`src/rtl/gate_vector_sequencer.sv`:
```
`timescale 1ns/1ps
// Self-test sequencer for the and/or/nand/nor gate bank: sweeps (a,b) through 00..11 and checks responses.
// Optional GATE_SEQ_FIRST_FAIL_EN adds capture of the first mismatching vector/response of a run.
module gate_vector_sequencer #(
   parameter int HOLD_CYCLES = 2,
   parameter int PASSES      = 1,
   parameter int ERR_W       = 4
) (
   input  logic             clk,
   input  logic             rst_n,
   input  logic             start,
   output logic             a_out,
   output logic             b_out,
   input  logic             and_y,
   input  logic             or_y,
   input  logic             nand_y,
   input  logic             nor_y,
   output logic             busy,
   output logic             done,
   output logic             pass,
`ifdef GATE_SEQ_FIRST_FAIL_EN
   output logic [1:0]       fail_vec,
   output logic [3:0]       fail_resp,
`endif
   output logic [ERR_W-1:0] err_cnt
);

   localparam int HW = (HOLD_CYCLES > 1) ? $clog2(HOLD_CYCLES) : 1;
   localparam int PW = (PASSES > 1) ? $clog2(PASSES) : 1;
   localparam logic [HW-1:0]    HOLD_LAST = HW'(HOLD_CYCLES - 1);
   localparam logic [PW-1:0]    PASS_LAST = PW'(PASSES - 1);
   localparam logic [ERR_W-1:0] ERR_MAX   = {ERR_W{1'b1}};

   typedef enum logic [1:0] {S_IDLE, S_DRIVE, S_DONE} state_t;

   state_t           r_state, w_state_nxt;
   logic [1:0]       r_vec, w_vec_nxt;
   logic [HW-1:0]    r_hold, w_hold_nxt;
   logic [PW-1:0]    r_pcnt, w_pcnt_nxt;
   logic [ERR_W-1:0] r_err, w_err_nxt;
   logic             r_pass, w_pass_nxt;
   logic             r_done, w_done_nxt;
   logic             r_busy, w_busy_nxt;
   logic [3:0]       w_exp, w_resp;
   logic             w_miss, w_cmp;
`ifdef GATE_SEQ_FIRST_FAIL_EN
   logic [1:0]       r_fvec, w_fvec_nxt;
   logic [3:0]       r_fresp, w_fresp_nxt;
`endif

   assign w_exp  = {&r_vec, |r_vec, ~(&r_vec), ~(|r_vec)};
   assign w_resp = {and_y, or_y, nand_y, nor_y};
   assign w_miss = (w_resp != w_exp);
   assign w_cmp  = (r_state == S_DRIVE) && (r_hold == HOLD_LAST);

   always_ff @(posedge clk or negedge rst_n) begin
      if (!rst_n) r_state <= S_IDLE;
      else        r_state <= w_state_nxt;
   end

   always_comb begin
      w_state_nxt = r_state;
      w_vec_nxt   = r_vec;
      w_hold_nxt  = r_hold;
      w_pcnt_nxt  = r_pcnt;
      w_err_nxt   = r_err;
      w_pass_nxt  = r_pass;
`ifdef GATE_SEQ_FIRST_FAIL_EN
      w_fvec_nxt  = r_fvec;
      w_fresp_nxt = r_fresp;
`endif
      case (r_state)
         S_IDLE: begin
            if (start) begin
               w_state_nxt = S_DRIVE;
               w_vec_nxt   = 2'd0;
               w_hold_nxt  = '0;
               w_pcnt_nxt  = '0;
               w_err_nxt   = '0;
               w_pass_nxt  = 1'b0;
`ifdef GATE_SEQ_FIRST_FAIL_EN
               w_fvec_nxt  = 2'd0;
               w_fresp_nxt = 4'd0;
`endif
            end
         end
         S_DRIVE: begin
            if (w_cmp) begin
               w_hold_nxt = '0;
               w_vec_nxt  = r_vec + 2'd1;
               if (w_miss) begin
                  w_err_nxt = (r_err == ERR_MAX) ? r_err : r_err + 1'b1;
`ifdef GATE_SEQ_FIRST_FAIL_EN
                  // err_cnt still zero means this is the run's first mismatch
                  if (r_err == '0) begin
                     w_fvec_nxt  = r_vec;
                     w_fresp_nxt = w_resp;
                  end
`endif
               end
               if (r_vec == 2'd3) begin
                  if (r_pcnt == PASS_LAST) begin
                     w_state_nxt = S_DONE;
                     w_pass_nxt  = (w_err_nxt == '0);
                  end else begin
                     w_pcnt_nxt = r_pcnt + 1'b1;
                  end
               end
            end else begin
               w_hold_nxt = r_hold + 1'b1;
            end
         end
         S_DONE:  w_state_nxt = S_IDLE;
         default: w_state_nxt = S_IDLE;
      endcase
      w_busy_nxt = (w_state_nxt == S_DRIVE);
      w_done_nxt = (w_state_nxt == S_DONE);
   end

   always_ff @(posedge clk or negedge rst_n) begin
      if (!rst_n) begin
         r_vec   <= 2'd0;
         r_hold  <= '0;
         r_pcnt  <= '0;
         r_err   <= '0;
         r_pass  <= 1'b0;
         r_done  <= 1'b0;
         r_busy  <= 1'b0;
`ifdef GATE_SEQ_FIRST_FAIL_EN
         r_fvec  <= 2'd0;
         r_fresp <= 4'd0;
`endif
      end else begin
         r_vec   <= w_vec_nxt;
         r_hold  <= w_hold_nxt;
         r_pcnt  <= w_pcnt_nxt;
         r_err   <= w_err_nxt;
         r_pass  <= w_pass_nxt;
         r_done  <= w_done_nxt;
         r_busy  <= w_busy_nxt;
`ifdef GATE_SEQ_FIRST_FAIL_EN
         r_fvec  <= w_fvec_nxt;
         r_fresp <= w_fresp_nxt;
`endif
      end
   end

   // vec wraps to 0 on the final compare, so a/b return low at run end
   assign a_out   = r_vec[1];
   assign b_out   = r_vec[0];
   assign busy    = r_busy;
   assign done    = r_done;
   assign pass    = r_pass;
   assign err_cnt = r_err;
`ifdef GATE_SEQ_FIRST_FAIL_EN
   assign fail_vec  = r_fvec;
   assign fail_resp = r_fresp;
`endif

endmodule

```
`config.mk`:
```
export PLATFORM = sky130hd
export DESIGN_NAME = gate_vector_sequencer
export DESIGN_NICKNAME = d
export VERILOG_FILES = /design/src/rtl/gate_vector_sequencer.sv
export SDC_FILE = /design/constraint.sdc
export NUM_CORES = 1
export LEC_CHECK = 0
export CORE_UTILIZATION = 42
export CTS_CLUSTER_SIZE = 20
export DETAILED_ROUTE_END_ITERATION = 8
export PLACE_DENSITY = 0.74
export REMOVE_ABC_BUFFERS = 1
export SYNTH_ARGS = -nofsm -noshare
export SYNTH_HDL_FRONTEND = slang
export SYNTH_SLANG_ARGS = --single-unit
export TNS_END_PERCENT = 1
```
`constraint.sdc`:
```
create_clock -name clk -period 1.76 [get_ports clk]
set_input_delay 0.352 -clock clk [delete_from_list [all_inputs] [get_ports clk]]
set_output_delay 0.352 -clock clk [all_outputs]
set_load 0.01 [all_outputs]
```
==> results by group <==
Global routing
  – Total gr overflow: 0
  – Initial antenna violation count: 0
  – GR Util All Layers: 19.2%
  – First-pass GRT wire length: 2530 um
  – Vias in the first global route: 582
  – Largest net degree at the start of global routing: 13

Clock network
  – Clock slew at reported path FFs: 0.07 ns
  – CTS Buf Count: 3
  – CTS max path bufs: 2
  – Clock sink total: 12
  – Clk_lat worst skew: 0.27 ns
  – Root Buffer Master: clkbuf_4
  – CTS tree: yes
  – H-Tree Level Count: 1

Placed design
  – Placed Area: 880 um2
  – Hpwl dp: 1110 um
  – Global placement routability congestion: 0.836
  – Port-buffer cells: 15
  – Placed Cells: 107

Critical path
  – Cell family with most CP delay: compound AO/OA/AOI/OAI gates
  – Max Fanout on Critical Path: 5
  – CP required: 1.97 ns
  – Crit-path cells: inv_2 > ha_2 > and3b_1 > o22a_2 > buf_4 > nor4_1 > o32a_1
  – Worst Setup Path Type: flip-flop to flip-flop
  – Buf/Inv on CP: 2
  – Max incr delay on CP: 0.38 ns
  – Crit end category: flip-flop
  – Crit path arrival time: 1.96 ns
  – CP max stage cell: dfrtp_1
  – CP startpoint kind: flip-flop

Floorplan
  – Die W: 42.2 um
  – Std cell rows: 14
  – Starting Density: 45.1%
  – Die ar.: 1780 um2
  – Core Box Area: 1510 um2
  – IO Count: 16
  – Die Y: 42.2 um

Timing
  – Final clock skew: 0.000571 ns
  – WHS: 0.429 ns
  – Setup violations, final: 0
  – Slew margin rel.: 63.7%
  – RSZ-0062 raised after global routing: true
  – Final period util: 99.5%
  – Max Freq: 571 MHz
  – Final hold vios: 0
  – Pins Over Slew Limit: 0
  – Worst-margin pin slew: 0.543 ns
  – Tmin final: 1.75 ns

Synthesis
  – Synth Area in XOR/XNOR: 0%
  – Compound-Gate Fraction of Synth Area: 20.8%
  – Synth Instances: 72
  – Yosys top cell area share: 44.2%
  – Area leader, netlist: dfrtp_1
  – Simple-Gate Fraction of Synth Area: 23.4%
  – YS warnings: 0
  – Adder-Cell Fraction of Synth Area: 5.52%
  – Avg Cell Area, Syn: 9.44 um2
  – Top post-synthesis cells by area: dfrtp_1 (44%), ha_1 (5.5%), nand2_1 (3.9%), and3b_1 (3.9%), inv_1 (3.3%)
  – Seq/Total Area, Yosys: 44.2%
  – Post-synthesis sequential element count: 12
  – Cell variety after synth: 27
  – Largest family of logic cells by synthesized area: simple AND/OR/NAND/NOR gates
  – Netlist Area Pre-Place: 679 um2
  – Mux cell area share after synthesis: 1.66%

Run
  – Max_cap viols: 0

Detailed routing
  – Total length of routed wires: 1520 um
  – DR pass1 iterations: 4
  – Wire per inst: 13.7 um
  – DRC: 0
  – Drt via density: 5.75
  – Routed via count: 638
  – Post-DRT Antenna Nets: 0
  – Drt first-iter violations: 8

Power
  – Max rail drop VDD: 0.000824 V
  – Lkg Pwr: 0.406 nW
  – Total power: 0.00157 W
  – Pwr dens: 1670 nW/um2

Final layout
  – ANT cells: 0
  – Final instance area: 942 um2
  – Util after Layout: 62.5%
  – Post-Layout Cell Count: 111
  – Area grow syn2layout: 38.7%
  – Fillers: 129
  – Layout Nets: 107
  – Share of cells above drive strength 1: 18.9%

Status
  – Status: complete, no violations

Hold path
  – Worst min path class: input port to async pin
-- cells in the final DEF, fill, tap and decap left out, types with 2 or more instances in the layout --
cell type,Yosys,layout
and3b_1,3,3
ha_2,0,2
nor2_1,3,3
o22ai_1,2,2
nand2b_1,2,2
nor4_1,2,2
a31oi_1,3,3
buf_4,1,6
o21ai_0,4,3
nor2b_1,2,2
clkbuf_4,0,3
a21oi_1,4,4
inv_1,6,4
inv_2,0,2
nand2_1,7,7
nor3b_2,0,2
nand3_1,4,4
clkdlybuf4s50_1,0,15
dfrtp_1,12,12
-- metrics by stage --
stage               setup WS (ns)  TNS [ns]
floorplan                  0.0500         0
global placement           -0.155    -0.529
detailed placement         -0.173    -0.609
CTS                       0.00147         0
global route              -0.0630   -0.0656
finish                    0.00851         0
-- worst paths after layout --
| kind | start | to | slack, ns | depth (start not counted) |
|---|---|---|---|---|
| max reg2reg | r_vec[0] | pass | 0.009 | 7 |
| min | rst_n | r_hold | 0.43 | 1 |
| max | r_vec[0] | pass | 0.009 | 7 |
| min reg2reg | r_hold | r_hold | 0.56 | 2 |
| max in group asynchronous | rst_n | err_cnt[2] | 0.97 | 1 |
| min in group clk | r_hold | r_hold | 0.56 | 2 |
-- cell families after synthesis --
group                    count (synthesis)
adder cells (fa/ha/maj)                  3
multiplexers                             1
flip-flops                              12
AND/OR/NAND/NOR                         28
AO/OA/AOI/OAI                           21
buffers and inverters                    7
-- Yosys cell counts --
cell / instances
dfrtp_1: 12
a31oi_1: 3
o21ai_0: 4
o31ai_1: 1
nand4_1: 1
inv_1: 6
nand4b_1: 1
o41ai_1: 1
o32a_1: 1
and3b_1: 3
o22ai_1: 2
nand2b_1: 2
o211ai_1: 1
buf_4: 1
nand2_1: 7
o41a_1: 1
nor4_1: 2
ha_1: 3
nand3_1: 4
nor2_1: 3
o21bai_1: 1
a21oi_1: 4
nor2b_1: 2
nor3b_1: 3
a21o_1: 1
o22a_2: 1
mux2_1: 1
-- repair_timing --
item / 4_1_cts / 5_1_grt
resized for setup: 1 / 9
hold buffers: 0 / 0
setup endpoints to repair: 1 / 5
pin swaps: 1 / 3
setup buffers: 0 / 1
hold endpoints to repair: 0 / 0
gates cloned: 0 / 0
-- flip-flops by register name (all words and copies together), names as in the netlist --
name	count
r_state	2
err_cnt	4
pass	1
r_vec	2
done	1
r_hold	1
busy	1
-- layout make-up --
cell class,instances,area [um2],share of cell area (%)
multi-input combinational,53,382,40.5
sequential,12,300,31.9
timing repair buffer,21,195,20.7
clock buffer,3,22.5,2.39
inverter,6,22.5,2.39
tap,16,20.0,2.12
-- where the power goes --
part	internal (W)	switching (W)	total, W
Combinational	0.000459	0.000422	0.000881
Clock	0.0000793	0.0000895	0.000169
Sequential	0.000391	0.000128	0.000519
Total	0.000930	0.000640	0.00157
-- layer usage --
metal  vias up  GRT usage [%]  routed length, um
li1        319              -                  -
met1       307           24.2                722
met2        10           31.1                729
met3         2           2.59                 43
met4         0           11.3                 25
met5         -              0                  0
Note: power is estimated with default switching activity, not from simulation.
